--- src/rtl/conv_cfg_pkg.sv ---
// Geometry helpers and FSM state encoding shared by the
// convolution tile scheduler and its index counter.
package conv_cfg_pkg;

   typedef enum logic [2:0] {
      S_IDLE,
      S_WGT,
      S_IFM,
      S_CMP,
      S_ST,
      S_NEXT,
      S_FIN
   } state_t;

   function automatic int ceil_div(input int a, input int b);
      return (a + b - 1) / b;
   endfunction

   function automatic int ofm_size_f(input int ifm, input int k);
      return ifm - k + 1;
   endfunction

   function automatic int ofm_size_pooling_f(input int ifm, input int k);
      return ofm_size_f(ifm, k) / 2;
   endfunction

   function automatic int no_tiling_per_line_f(
      input int ifm,
      input int k,
      input int ss
   );
      return ceil_div(ofm_size_f(ifm, k), ss);
   endfunction

   function automatic int no_tiling_f(
      input int ifm,
      input int k,
      input int ss
   );
      return ofm_size_f(ifm, k) * no_tiling_per_line_f(ifm, k, ss);
   endfunction

   function automatic int no_fg_f(input int nf, input int ss);
      return ceil_div(nf, ss);
   endfunction

   // Last tile of a row may be narrower than the array edge.
   function automatic int tile_width_f(
      input int ofm,
      input int ss,
      input int col
   );
      int rem;
      rem = ofm - col * ss;
      return (rem < ss) ? rem : ss;
   endfunction

endpackage

--- src/rtl/tile_index_counter.sv ---
// Nested column / row / filter-group counters with wrap flags
// and the registered width of the current tile.
module tile_index_counter
   import conv_cfg_pkg::*;
#(
   parameter int SYSTOLIC_SIZE      = 16,
   parameter int OFM_SIZE           = 32,
   parameter int NO_TILING_PER_LINE = 2,
   parameter int NO_FG              = 1,
   parameter int FG_W               = 1,
   parameter int ROW_W              = 6,
   parameter int COL_W              = 2,
   parameter int TW_W               = 5
) (
   input  logic             clk,
   input  logic             rst,
   input  logic             clr,
   input  logic             adv,
   output logic [FG_W-1:0]  filter_group,
   output logic [ROW_W-1:0] tile_row,
   output logic [COL_W-1:0] tile_col,
   output logic [TW_W-1:0]  tile_width,
   output logic             col_wrap,
   output logic             row_wrap,
   output logic             fg_last
);

   localparam logic [TW_W-1:0] W_FIRST =
      TW_W'(tile_width_f(OFM_SIZE, SYSTOLIC_SIZE, 0));

   logic [COL_W-1:0] col_nxt;
   logic [TW_W-1:0]  width_nxt;

   assign col_wrap = (tile_col == COL_W'(NO_TILING_PER_LINE - 1));
   assign row_wrap = (tile_row == ROW_W'(OFM_SIZE - 1));
   assign fg_last  = (filter_group == FG_W'(NO_FG - 1));

   always_comb begin
      col_nxt   = tile_col + COL_W'(1);
      width_nxt = TW_W'(tile_width_f(OFM_SIZE, SYSTOLIC_SIZE,
                                     int'(col_nxt)));
   end

   always_ff @(posedge clk) begin
      if (rst || clr) begin
         filter_group <= '0;
         tile_row     <= '0;
         tile_col     <= '0;
         tile_width   <= W_FIRST;
      end else if (adv) begin
         if (col_wrap) begin
            tile_col   <= '0;
            tile_width <= W_FIRST;
            if (row_wrap) begin
               tile_row     <= '0;
               filter_group <= fg_last ? '0
                             : filter_group + FG_W'(1);
            end else begin
               tile_row <= tile_row + ROW_W'(1);
            end
         end else begin
            tile_col   <= col_nxt;
            tile_width <= width_nxt;
         end
      end
   end

endmodule

--- src/rtl/conv_tile_scheduler.sv ---
// Layer sequencer: walks filter groups and OFM tiles, issuing
// weight / IFM / compute / store handshakes in order.
module conv_tile_scheduler
   import conv_cfg_pkg::*;
#(
   parameter int SYSTOLIC_SIZE = 16,
   parameter int IFM_SIZE      = 34,
   parameter int IFM_CHANNEL   = 3,
   parameter int KERNEL_SIZE   = 3,
   parameter int NO_FILTER     = 16,
   localparam int OFM_SIZE = ofm_size_f(IFM_SIZE, KERNEL_SIZE),
   localparam int NO_TILING_PER_LINE =
      no_tiling_per_line_f(IFM_SIZE, KERNEL_SIZE, SYSTOLIC_SIZE),
   localparam int NO_FG = no_fg_f(NO_FILTER, SYSTOLIC_SIZE),
   localparam int FG_W  = $clog2(NO_FG) + 1,
   localparam int ROW_W = $clog2(OFM_SIZE) + 1,
   localparam int COL_W = $clog2(NO_TILING_PER_LINE) + 1,
   localparam int TW_W  = $clog2(SYSTOLIC_SIZE) + 1
) (
   input  logic             clk,
   input  logic             rst,
   input  logic             start,
   output logic             done,
   output logic             busy,
   output logic             wgt_req,
   input  logic             wgt_ack,
   output logic             ifm_req,
   input  logic             ifm_ack,
   output logic             cmp_req,
   input  logic             cmp_ack,
   output logic             st_req,
   input  logic             st_ack,
   output logic [FG_W-1:0]  filter_group,
   output logic [ROW_W-1:0] tile_row,
   output logic [COL_W-1:0] tile_col,
   output logic [TW_W-1:0]  tile_width
);

   // Channel count only matters to the loaders.
   if (IFM_CHANNEL < 1) begin : g_no_channels
   end

   state_t state;
   logic   clr;
   logic   adv;
   logic   col_wrap;
   logic   row_wrap;
   logic   fg_last;

   assign clr = (state == S_IDLE) && start;
   assign adv = (state == S_NEXT);

   tile_index_counter #(
      .SYSTOLIC_SIZE      (SYSTOLIC_SIZE),
      .OFM_SIZE           (OFM_SIZE),
      .NO_TILING_PER_LINE (NO_TILING_PER_LINE),
      .NO_FG              (NO_FG),
      .FG_W               (FG_W),
      .ROW_W              (ROW_W),
      .COL_W              (COL_W),
      .TW_W               (TW_W)
   ) u_idx (
      .clk          (clk),
      .rst          (rst),
      .clr          (clr),
      .adv          (adv),
      .filter_group (filter_group),
      .tile_row     (tile_row),
      .tile_col     (tile_col),
      .tile_width   (tile_width),
      .col_wrap     (col_wrap),
      .row_wrap     (row_wrap),
      .fg_last      (fg_last)
   );

   // Each req is raised one cycle into its state so an ack only
   // counts once the req is already registered high.
   always_ff @(posedge clk) begin
      if (rst) begin
         state   <= S_IDLE;
         wgt_req <= 1'b0;
         ifm_req <= 1'b0;
         cmp_req <= 1'b0;
         st_req  <= 1'b0;
         done    <= 1'b0;
         busy    <= 1'b0;
      end else begin
         unique case (state)
            S_IDLE: begin
               if (start) begin
                  state <= S_WGT;
                  busy  <= 1'b1;
               end
            end
            S_WGT: begin
               if (!wgt_req) begin
                  wgt_req <= 1'b1;
               end else if (wgt_ack) begin
                  wgt_req <= 1'b0;
                  state   <= S_IFM;
               end
            end
            S_IFM: begin
               if (!ifm_req) begin
                  ifm_req <= 1'b1;
               end else if (ifm_ack) begin
                  ifm_req <= 1'b0;
                  state   <= S_CMP;
               end
            end
            S_CMP: begin
               if (!cmp_req) begin
                  cmp_req <= 1'b1;
               end else if (cmp_ack) begin
                  cmp_req <= 1'b0;
                  state   <= tile_row[0] ? S_ST : S_NEXT;
               end
            end
            S_ST: begin
               if (!st_req) begin
                  st_req <= 1'b1;
               end else if (st_ack) begin
                  st_req <= 1'b0;
                  state  <= S_NEXT;
               end
            end
            S_NEXT: begin
               if (col_wrap && row_wrap && fg_last) begin
                  state <= S_FIN;
                  done  <= 1'b1;
               end else if (col_wrap && row_wrap) begin
                  state <= S_WGT;
               end else begin
                  state <= S_IFM;
               end
            end
            S_FIN: begin
               done  <= 1'b0;
               busy  <= 1'b0;
               state <= S_IDLE;
            end
            default: state <= S_IDLE;
         endcase
      end
   end

endmodule

--- config.mk ---
export PLATFORM = sky130hd
export DESIGN_NAME = conv_tile_scheduler
export DESIGN_NICKNAME = d
export VERILOG_FILES = /design/src/rtl/conv_cfg_pkg.sv /design/src/rtl/tile_index_counter.sv /design/src/rtl/conv_tile_scheduler.sv
export SDC_FILE = /design/constraint.sdc
export NUM_CORES = 1
export LEC_CHECK = 0
export BUFFER_PORTS_ARGS = -buffer_cell sky130_fd_sc_hd__buf_2
export CAP_MARGIN = 20
export CORE_MARGIN = 5
export CORE_UTILIZATION = 50
export CTS_CLUSTER_SIZE = 25
export DETAILED_ROUTE_END_ITERATION = 7
export GPL_TIMING_DRIVEN = 0
export PLACE_DENSITY = 0.77
export SYNTH_ARGS = -nofsm -noshare
export SYNTH_HDL_FRONTEND = slang
export SYNTH_HIERARCHICAL = 1
export SYNTH_SLANG_ARGS = --single-unit
--- constraint.sdc ---
create_clock -name clk -period 2.1 [get_ports clk]
set_input_delay 0.315 -clock clk [delete_from_list [all_inputs] [get_ports clk]]
set_output_delay 0.315 -clock clk [all_outputs]
set_load 0.005 [all_outputs]
# Yosys cells after proc, flatten, opt, wreduce, memory -nomap -nowiden
# Cells that the tools add are included.
[totals]
ff_bits = 23
latchBits = 0
ram_bits = 0
romBits = 0
in_bits = 7
out_inout_bits = 20
n_memories = 0
[op_classes]
add_sub_neg = 4
mul = 0
div = 0
magnitude_cmp = 1
eq_ne = 18
shift = 0
n_mux = 30
bitwise_logic = 1
n_reduce_logical = 12
[op_table]
columns = ["op", "count"]
rows = [
  ["$mux 3", 10],
  ["$ne 2x2->1 const B", 9],
  ["$pmux 3 s6", 1],
  ["$mux 1", 12],
  ["$mux 5", 2],
  ["$eq 3x3->1 const B", 3],
  ["$reduce_and 9->1", 1],
  ["$lt 7x6->1 const B", 1],
  ["$sub 6x6->7 const A", 1],
  ["$add 6x1->6 const B", 1],
  ["$eq 3x2->1 const B", 2],
  ["$eq 6x5->1 const B", 1],
  ["$mux 6", 1],
  ["$reduce_and 2->1", 3],
  ["$mux 2", 2],
  ["$pmux 1 s2", 2],
  ["$reduce_bool 2->1", 2],
  ["$eq 3x1->1 const B", 1],
  ["$logic_and 1x1->1", 3],
  ["$logic_not 3->1", 1],
  ["$reduce_and 3->1", 1],
  ["$add 2x1->2 const B", 1],
  ["$eq 2x1->1 const B", 1],
  ["$ne 2x1->1 const B", 1],
  ["other kinds (3)", 3],
]

# Longest topological paths before layout
# Gate-level depths: netlist of the first run.
[depth]
depth_word = 5
ltp_mapped = 8
depth_no_buf = 7

# Modules after synthesis
# Netlist of the first run, hierarchy kept.
[by_module_without_submodules]
columns = ["module", "n_inst", "cells_per_inst", "area_each_um2"]
rows = [
  ["conv_tile_scheduler", 1, 61, 523.0],
  ["tile_index_counter", 1, 55, 465.4],
]

# Worst setup path before layout of the first run
# Ideal clock, no wire load.
[synth_path]
path_type = "reg-to-reg"
start = "register state[0]"
end = "register u_idx.tile_row[5]"
setup_ns = 0.072
arrival_ns = 1.460
required_ns = 2.028
path_slack_ns = 0.568
path_stages_with_launch = 9
synth_period_minus_slack_ns = 1.532
path_cell_list = "dfxtp_1 > buf_4 > nor2_1 > nand2_1 > nor2_1 > or2_1 > buf_6 > or3_1 > mux2i_1"
[synth_between]
elab_chain_cells = 3
word_cells_on_any_way = 5
cone_classes = "1 x eq/ne; 4 x reduce/logical"
[synth_lines]
columns = ["item", "line_no", "source"]
rows = [
  ["start, declared", "conv_tile_scheduler.sv:43", "state_t state;"],
  ["start signal, assigned", "conv_tile_scheduler.sv:116", "state <= tile_row[0] ? S_ST : S_NEXT;"],
  ["$logic_not 3->1", "conv_tile_scheduler.sv:50", "assign clr = (state == S_IDLE) && start;"],
  ["$logic_and 1x1->1", "conv_tile_scheduler.sv:50", ""],
  ["net clr", "conv_tile_scheduler.sv:44", "logic clr;"],
  ["$logic_or 1x1->1", "tile_index_counter.sv:45", "if (rst || clr) begin"],
  ["end signal, assigned", "tile_index_counter.sv:59", "tile_row <= tile_row + ROW_W'(1);"],
  ["end, declared", "tile_index_counter.sv:20", "output logic [ROW_W-1:0] tile_row,"],
]
# The timed path passes the listed nets, and every way through them passes these cells.
# A chain may end at the register's enable or synchronous reset.

# Worst setup path in the final report of the first run
[layout_path]
start = "register state[0]"
end = "register u_idx.tile_row[4]"
[layout_between]
word_cells_on_any_way = 5
cone_classes = "1 x eq/ne; 4 x reduce/logical"
[layout_lines]
columns = ["item", "line_no", "source"]
rows = [
  ["$eq 3x3->1", "conv_tile_scheduler.sv:51", "assign adv = (state == S_NEXT);"],
  ["net adv", "conv_tile_scheduler.sv:45", "logic adv;"],
  ["$reduce_and 2->1 (no source line)", "n/a", ""],
]
# The timed path passes the listed nets, and every way through them passes these cells.

==> results.md, run 1 <==
- Outcome: completed
- Setup Buffers After CTS: 0
- Chip Width: 54.5 um
- Detail Route Antenna Nets: 0
- H-tree Lvls: 1
- Count of hold-fix buffers inserted at cts: 0
- Sink Count: 18
- First-pass GRT wire length: 3.20 mm
- GRT Util Overall: 0.150
- Final worst path period share: 0.819
- Worst vdd ir: around 0.00045 V
- Inserted Diodes: 0
- Core area: 0.00192 mm^2
- Initial DRC count: 26
- Mapped Area: 988 um^2
- RSZ-0062 raised after global routing: false
- Relative slew margins: 0.662
- Synthesis Warnings: 6
- # rows: 16
- Final worst slack: 0.379 ns
- Synthesis-stage register bit count: 18
- Synth Area per Inst: roughly 8.5 um^2
- Max FO, Critical Path: 7
- CTS buffer count: 3
- Leading area contributor after synthesis: dfxtp_1
- Layout cells sized above 1: 0.283
- Drc violations: 0
- Synth top area cells: dfxtp_1 36%, buf_4 5.3%, nand2_1 5.3%
- Worst Clk Skew: 0.00855 ns
- Drt first pass iters: 4
- Grt ovf: 0
- Clk pin slew, worst setup/hold paths: 0.11 ns
- CP endpoint kind: flip-flop
- Starting Density: 0.514
- Worst EP required: 2.34 ns
- Area Overhead vs Synth: 19.2%
- Fin cells: 172
- Max-Cap Viols: 0
- Number of global-route vias before repair: ~770
- Yosys top cell area share: 0.365
- Worst-case clock buffer depth: 2
- Period minus WS final: ~1.7 ns
- Final Max Slew Viols: 0
- DIE AREA: 0.00297 mm^2
- Wire length per cell: ~12 um
- Initial antenna violation count: 0
- Detail Placement HPWL: 1.46 mm
- Main synth FF type: dfxtp_1
- Power Total: approximately 0.00091 W
- Placed insts: 168
- CTS root buf: clkbuf_4
- Fmax: 581 MHz
- Worst-Skew Late Latency: 0.30 ns
- Slew @ Worst Pin: 0.505 ns
- Die Y: between 50 and 60 um
- Setup violators final: 0
- Top cells by count, synth: 18 x dfxtp_1, 14 x nand2_1, 13 x nor2_1
- Top Ports: 27
- Distinct cell type count after synthesis: 40
- Critical path launch point type: flip-flop
- CTS tree: done
- Largest net degree at the start of global routing: 11
- Vias: between 800 and 900
- Vias per std cell: 5.06
- WS Path Type: flip-flop to flip-flop
- Pre-CTS setup slack: approximately 0.42 ns
- Routability-driven placement congestion ratio: roughly 0.81
- Sequential area share after synthesis: 0.365
- Min-Delay Path Class: primary input to flip-flop
- Post-synth EDFFs: 0
- Final Hold Fails: 0
- Sum Neg Setup Slack: 0 ns
- Syn Inst Count: between 100 and 150
- Input/output buffers: 21
- Final net count: around 150
- Routed WL: 2.02 mm
- Post-synth ARST share: 0
- Most frequent cell after synthesis: dfxtp_1
- Pleak: 0.503 nW
- PwrDens: 772 mW/mm^2
- CP arrival: between 1.5 and 2 ns
- Post-CTS resize count: 0
-- final timing paths --
| check | from | endpoint | slack, ns | depth (start not counted) |
|---|---|---|---|---|
| worst max-delay path | state[0] | u_idx/tile_row[4] | 0.38 | 5 |
| worst max register to register | state[0] | u_idx/tile_row[4] | 0.38 | 5 |
| worst min-delay path | rst | state[0] | 0.32 | 3 |
| worst min register to register | u_idx/tile_width[4] | u_idx/tile_width[4] | 0.46 | 1 |
-- area by class of cell --
| class | instances | area [um^2] |
|---|---|---|
| Sequential cell | 18 | 360 |
| Buffer | 11 | 98.8 |
| Multi-Input combinational cell | 91 | 544 |
| Fill cell | 185 | 743 |
| Tap cell | 27 | 33.8 |
| Timing Repair Buffer | 21 | 105 |
| Clock buffer | 4 | 36.3 |
-- per-stage QoR --
step	hold WS (ns)	instance area [um^2]	utilization
final	0.315	1180	0.613
after global routing	0.330	1180	0.613
after CTS	0.311	1180	0.613
after detailed placement	0.437	1140	0.594
after global placement	0.424	1140	0.594
after floorplan	0.441	1000	-
-- per-layer routing --
metal,global-route usage,up-vias,part of all wire
li1,-,460,-
met1,0.192,387,0.49
met2,0.235,19,0.44
met3,0.0272,5,0.045
met4,0.0871,0,0.021
met5,0,-,0
-- kinds of logic (layout without fill, tap and decap cells) --
group                    count (synthesis)  count (layout)  synth area share
XOR/XNOR                                 2               2            0.0177
buffers and inverters                   11              36             0.100
adder cells (fa/ha/maj)                  1               1            0.0127
multiplexers                             2               2            0.0203
flip-flops                              18              18             0.365
other                                    2               6           0.00760
AO/OA/AOI/OAI                           20              20             0.149
AND/OR/NAND/NOR                         60              60             0.328
-- power breakdown --
part / total (W) / internal, W / switching, W
logic: 0.000282 / 0.000131 / 0.000152
clock network: 0.000221 / 0.000106 / 0.000115
registers: 0.000406 / 0.000376 / 0.0000307
total: 0.000910 / 0.000612 / 0.000298
-- critical path, stage by stage, from the launching register on --
cell	delay (ns)
dfxtp_1	0.46
nand2_1	0.09
nor2_1	0.40
nand4b_1	0.23
or3_1	0.35
a21oi_1	0.14
-- layout by cell type, fill, tap and decap left out, drive strengths merged, types with 2 or more instances in the layout --
| cell type | n |
|---|---|
| buf | 31 |
| dfxtp | 18 |
| nand2 | 14 |
| nor2 | 13 |
| nand3 | 8 |
| a21oi | 6 |
| conb | 6 |
| nand2b | 5 |
| o21ai | 5 |
| or3 | 4 |
| clkbuf | 4 |
| nor3 | 3 |
| nand4b | 2 |
| mux2i | 2 |
| and3b | 2 |
| nand3b | 2 |
-- sequential cells by signal, indices dropped and copies added (netlist names) --
signal,count
busy,1
cmp_req,1
done,1
ifm_req,1
st_req,1
state,3
u_idx/tile_col,2
u_idx/tile_row,6
u_idx/tile_width,1
wgt_req,1
Note: power is estimated with default switching activity, not from simulation.
==> run 2: changes to the inputs <==
--- a/config.mk
+++ b/config.mk
@@ -8,11 +8,11 @@
 export BUFFER_PORTS_ARGS = -buffer_cell sky130_fd_sc_hd__buf_2
 export CAP_MARGIN = 20
 export CORE_MARGIN = 5
-export CORE_UTILIZATION = 50
+export CORE_UTILIZATION = 45
 export CTS_CLUSTER_SIZE = 25
 export DETAILED_ROUTE_END_ITERATION = 7
 export GPL_TIMING_DRIVEN = 0
-export PLACE_DENSITY = 0.77
+export PLACE_DENSITY = 0.73
 export SYNTH_ARGS = -nofsm -noshare
 export SYNTH_HDL_FRONTEND = slang
 export SYNTH_HIERARCHICAL = 1
==> constraint.sdc (replaced) <==
create_clock -name clk -period 1.5 [get_ports clk]
set_input_delay 0.225 -clock clk [delete_from_list [all_inputs] [get_ports clk]]
set_output_delay 0.225 -clock clk [all_outputs]
set_load 0.005 [all_outputs]
==> run 2 against run 1 <==
- hold slack lost 0.099 ns
- register-to-register slack lost 0.35 ns
- sequential cell count did not move
- sequential power is 40% higher
- utilization shrank 0.58 points
- maximum frequency up 17%
- critical path type unchanged
- largest power group unchanged
- highest routed layer unchanged
==> results.md, run 2 (synthesis gave the netlist of run 1 again) <==
- Count of hold-fix buffers inserted at cts: 0 (unchanged)
- Worst vdd ir: 0.000514 V (+13%)
- Most common cell after layout, fill and taps aside: buf_2
- Fmax: 679 MHz (+17%)
- Routed WL: 2.25 mm (+12%)
- Area Overhead vs Synth: 32.0%
- Final Max Slew Viols: 0 (unchanged)
- RR Endpoint: state[2]
- Power Total: 0.00141 W (+55%)
- # rows: 17 (+1)
- Starting Density: 0.460 (-0.0542)
- Die Y: 56.9 um (+4.4%)
- Top Ports: 27 (unchanged)
- Number of global-route vias before repair: 835 (+8.6%)
- Period minus WS final: 1.47 ns (-0.248 ns)
- Top flop regs: u_idx/tile_row: 6 flops, state: 3 flops, u_idx/tile_col: 2 flops
- Outcome: completed
- Wire length per cell: 12.3 um (+4.6%)
- Max FO, Critical Path: 6 (-1)
- Input/output buffers: 21 (unchanged)
- Vias: 938 (+7.7%)
- Worst-case clock buffer depth: 2 (unchanged)
- Reg2Reg Depth: 6 (+1)
- Inserted Diodes: 0 (unchanged)
- CTS tree: done
- Core area: 0.00215 mm^2 (+12%)
- CP arrival: 1.69 ns (-0.28 ns)
- PwrDens: 1080 mW/mm^2 (+40%)
- Layout cells sized above 1: 0.385 (+0.102)
- CTS root buf: clkbuf_4
- Largest net degree at the start of global routing: 11 (unchanged)
- Pleak: 0.602 nW (+20%)
- DIE AREA: 0.00323 mm^2 (+9.0%)
- Worst Clk Skew: 0.00107 ns (-0.00748 ns)
- Critical path startpoint: state[1]
- Grt ovf: 0 (unchanged)
- Drt first pass iters: 4 (unchanged)
- GRT Util Overall: 0.141 (-0.00949)
- Number of flip-flops in the largest register: 6 (unchanged)
- Pre-CTS setup slack: -0.198 ns (-0.617 ns)
- HP Start: rst
- Drc violations: 0 (unchanged)
- Clk pin slew, worst setup/hold paths: 0.10 ns (about the same)
- R2r startpoint: state[1]
- Biggest register: u_idx/tile_row
- Final worst slack: 0.0268 ns (-0.352 ns)
- Worst-Skew Late Latency: 0.29 ns (about the same)
- Worst-case hold path end point: state[0]
- Detail Placement HPWL: 1.49 mm (+1.6%)
- H-tree Lvls: 1 (unchanged)
- Final Hold Fails: 0 (unchanged)
- Detail Route Antenna Nets: 0 (unchanged)
- Routability-driven placement congestion ratio: 0.775 (-4.4%)
- Chip Width: 56.9 um (+4.4%)
- Initial DRC count: 15 (-42%)
- Hold Slack: 0.216 ns (-0.0990 ns)
- Final worst path period share: 0.982 (+0.163)
- WS Path Type: flip-flop to flip-flop
- Max-Cap Viols: 0 (unchanged)
- Min-Delay Path Class: primary input to flip-flop
- Sink Count: 18 (unchanged)
- Number of cells on the worst hold path: 3 (unchanged)
- Most frequent cells in the layout: 21 x buf_2, 17 x buf_4, 15 x dfxtp_1
- Critical path launch point type: flip-flop
- Vias per std cell: 5.10 (+0.67%)
- Final net count: 165 (+7.1%)
- CTS buffer count: 3 (unchanged)
- Initial antenna violation count: 0 (unchanged)
- Setup violators final: 0 (unchanged)
- First-pass GRT wire length: 3.64 mm (+14%)
- Reg2reg setup slack: 0.03 ns (-0.35 ns)
- RSZ-0062 raised after global routing: true
- Worst EP required: 1.71 ns (-0.63 ns)
- Fill cells: 184 (-0.54%)
- CP endpoint kind: flip-flop
[run 2: worst max path at each step]
| stage | to | slack, ns |
|---|---|---|
| 6_report | state[2] | 0.03 |
| 5_1_grt | u_idx/tile_row[5] | -0.05 |
| 4_1_cts | u_idx/tile_row[4] | 0.0009 |
| 3_5_place_dp | u_idx/tile_row[4] | -0.20 |
| 3_3_place_gp | u_idx/tile_row[4] | -0.11 |
| 2_1_floorplan | u_idx/tile_row[5] | 0.02 |
[run 2: what timing repair did]
action                     in CTS  in global routing
pin swaps                       0                  6
gates resized for setup         4                  8
setup endpoints to repair       5                  7
buffers inserted                7                  4
[run 2: report_power, final]
| group | internal (W) | switching (W) | total [W] | leakage (nW) |
|---|---|---|---|---|
| sequential | 0.000534 | 0.0000368 | 0.000570 | 0.148 |
| combinational | 0.000275 | 0.000266 | 0.000541 | 0.434 |
| clock | 0.000148 | 0.000155 | 0.000303 | 0.0210 |
| total | 0.000957 | 0.000458 | 0.00141 | 0.602 |
[run 2: layout make-up]
type / instances / area (um^2) / area share
plain buffers: 11 / 103 / 0.0786
clock buffers: 4 / 36.3 / 0.0278
well taps: 28 / 35.0 / 0.0268
multi-input cells: 91 / 577 / 0.442
repair buffers: 32 / 188 / 0.144
flip-flops and latches: 18 / 367 / 0.281
[run 2: routing by layer]
layer  vias to the layer above  share of wire  track usage
li1                        482              -            -
met1                       430           0.45        0.177
met2                        22           0.49        0.238
met3                         4          0.046       0.0207
met4                         0          0.012       0.0596
met5                         -              0            0
[run 2: stage by stage]
step	area, um^2	setup TNS [ns]	utilization	cells
after floorplan	1000	0	-	120
after global placement	1140	-0.303	0.533	169
after detailed placement	1140	-0.453	0.533	169
after CTS	1250	0	0.581	180
after global routing	1310	-0.169	0.607	184
final	1310	0	0.607	184
[run 2: critical path, cell delays in order (launching register included)]
cell	delay [ns]
dfxtp_2	0.33
buf_6	0.13
buf_4	0.14
and3b_4	0.20
a22oi_2	0.20
nand3_2	0.14
a221oi_2	0.25
==> run 3: changes to the inputs <==
--- a/config.mk
+++ b/config.mk
@@ -12,8 +12,7 @@
 export CTS_CLUSTER_SIZE = 25
 export DETAILED_ROUTE_END_ITERATION = 7
 export GPL_TIMING_DRIVEN = 0
-export PLACE_DENSITY = 0.73
+export PLACE_DENSITY = 0.74
 export SYNTH_ARGS = -nofsm -noshare
 export SYNTH_HDL_FRONTEND = slang
-export SYNTH_HIERARCHICAL = 1
 export SYNTH_SLANG_ARGS = --single-unit
==> run 3 against run 2 <==
- sequential share of layout area increased by 2.2 points
- first-iteration DRC count is 13% higher
- maximum frequency is 0.20% lower
- clock power is essentially flat
- global-route usage decreased by 0.26 points
- clock-buffer cell count stayed put
- register-to-register slack about the same
- critical path type unchanged
- die area down 4.9%
==> results.md, run 3 <==
- Top flop regs: u_idx.tile_row: 6 flops, state: 3 flops, u_idx.tile_col: 2 flops
- CP endpoint kind: flip-flop
- CTS tree: done
- GRT Util Overall: 0.138 (-0.00259)
- Core area: 0.00196 mm^2 (-8.7%)
- Initial antenna violation count: 0 (unchanged)
- Initial DRC count: 17 (+2)
- Most frequent cells in the layout: 20 x buf_2, 14 x dfxtp_1, 12 x nor2_1
- Yosys top cell area share: 0.388 (+0.0231)
- Design Area, Final: 0.00121 mm^2 (-7.5%)
- CTS root buf: clkbuf_4
- Die Y: 55.5 um (-2.5%)
- Final worst slack: 0.0239 ns (-0.00290 ns)
- Max-Cap Viols: 0 (unchanged)
- Worst vdd ir: 0.000677 V (+32%)
- Synth Area per Inst: 8.77 um^2 (+2.9%)
- Detail Placement HPWL: 1.45 mm (-2.8%)
- Sink Count: 18 (unchanged)
- Area Overhead vs Synth: 29.9%
- Mapped Area: 930 um^2 (-5.9%)
- CTS buffer count: 3 (unchanged)
- Worst-Skew Late Latency: 0.29 ns (about the same)
- Vias: 858 (-8.5%)
- Setup violators final: 0 (unchanged)
- DIE AREA: 0.00307 mm^2 (-4.9%)
- Critical path launch point type: flip-flop
- Leading area contributor after synthesis: dfxtp_1
- Fmax: 677 MHz (-0.20%)
- PwrDens: 1140 mW/mm^2 (+4.8%)
- Number of global-route vias before repair: 835 (unchanged)
- Top Ports: 27 (unchanged)
- Clk pin slew, worst setup/hold paths: 0.11 ns (about the same)
- Most frequent cell after synthesis: dfxtp_1
- Worst-case clock buffer depth: 2 (unchanged)
- H-tree Lvls: 1 (unchanged)
- Detail Route Antenna Nets: 0 (unchanged)
- Synthesis-stage register bit count: 18 (unchanged)
- Biggest register: u_idx.tile_row
- Main synth FF type: dfxtp_1
- Final worst path period share: 0.984 (+0.00194)
- Pleak: 0.518 nW (-14%)
- Min-Delay Path Class: primary input to flip-flop
- WS Path Type: flip-flop to flip-flop
- Pre-CTS setup slack: -0.0974 ns (+0.101 ns)
- Hold Slack: 0.211 ns (-0.00520 ns)
- Inserted Diodes: 0 (unchanged)
- Synthesis Warnings: 0 (-6)
- Final Hold Fails: 0 (unchanged)
- Routed WL: 2.06 mm (-8.7%)
- Max FO, Critical Path: 3 (-3)
- Worst Clk Skew: 0.00184 ns (+0.000772 ns)
- Vias per std cell: 5.20 (+2.0%)
- Number of flip-flops in the largest register: 6 (unchanged)
- Layout cells sized above 1: 0.406 (+0.0212)
- Largest net degree at the start of global routing: 11 (unchanged)
- Period minus WS final: 1.48 ns (+0.00290 ns)
- Sequential area share after synthesis: 0.388 (+0.0231)
- CP arrival: 1.69 ns (about the same)
- Outcome: completed
- Grt ovf: 0 (unchanged)
- Post-synth ARST share: 0 (unchanged)
- Synth top area cells: dfxtp_1 39%, nor2_1 4.8%, nand2_1 4.4%
- Starting Density: 0.474 (+0.0137)
- Routability-driven placement congestion ratio: 0.765 (-1.2%)
- Post-DP Area: 0.00108 mm^2 (-5.8%)
- # rows: 16 (-1)
- Input/output buffers: 20 (-4.8%)
- Wire length per cell: 12.5 um (+1.8%)
- Drc violations: 0 (unchanged)
- Top cells by count, synth: 18 x dfxtp_1, 12 x nor2_1, 11 x nand2_1
- Chip Width: 55.5 um (-2.5%)
- Most common cell after layout, fill and taps aside: buf_2
- First-pass GRT wire length: 3.56 mm (-2.1%)
- Power Total: 0.00137 W (-3.0%)
- Post-synth EDFFs: 0 (unchanged)
- Final Max Slew Viols: 0 (unchanged)
- Distinct cell type count after synthesis: 38 (-5.0%)
- Final net count: 147 (-11%)
- Drt first pass iters: 4 (unchanged)
- Worst EP required: 1.72 ns (about the same)
- Syn Inst Count: 106 (-8.6%)
==> run 3: cells by family after synthesis <==
group | count (synthesis) | share of synthesized area
and+or+nand+nor | 48 | 0.307
AOI/OAI and AO/OA | 21 | 0.168
DFF | 18 | 0.388
buffers and inverters | 12 | 0.0727
xor gates and xnor gates | 5 | 0.0471
adders and majority gates | 1 | 0.0135
other | 1 | 0.00403
==> run 3: power breakdown <==
part           total [W]  switching, W  internal (W)
registers       0.000587     0.0000522      0.000534
logic           0.000482      0.000251      0.000231
clock network   0.000304      0.000156      0.000148
==> run 3: metal layers <==
metal  vias to the layer above  wire, um  track usage
met2                        18      1020        0.233
li1                        425         -            -
met5                         -         0            0
met1                       410       907        0.166
met3                         5       100       0.0373
met4                         0        32       0.0521
==> run 3: cell type report <==
type | count | area, um^2
repair buffers | 24 | 130
multi-input cells | 80 | 563
plain buffers | 9 | 67.6
fillers | 189 | 754
well taps | 27 | 33.8
clock buffers | 4 | 36.3
flip-flops and latches | 18 | 365
inverters | 3 | 11.3
==> run 3: path summary, 6_finish.rpt <==
| check | startpoint | to | slack (ns) | depth (start not counted) |
|---|---|---|---|---|
| max | u_idx.tile_row[1] | done | 0.02 | 4 |
| min | st_ack | st_req | 0.21 | 3 |
| max reg2reg | u_idx.tile_row[1] | done | 0.02 | 4 |
| min reg2reg | u_idx.tile_width[4] | u_idx.tile_width[4] | 0.46 | 1 |
==> run 3: critical path, stage by stage (launching register included) <==
cell and delay [ns]:
dfxtp_2 0.35, ha_1 0.18, nand3b_1 0.12, or4_4 0.53
a221oi_2 0.22
==> run 3: repair_timing <==
item                       in CTS  in global routing
setup endpoints to repair       6                  9
setup buffers                   2                  2
pin swaps                       1                  2
hold buffers                    0                  0
resized for setup               5                 13
cloned                          0                  0
==> run 3: through the flow <==
step,utilization,TNS [ns],std cells
final,0.615,0,165
after global routing,0.615,-0.0154,165
after CTS,0.587,0,163
after detailed placement,0.550,-0.303,157
after global placement,0.550,-0.170,157
after floorplan,-,0,110
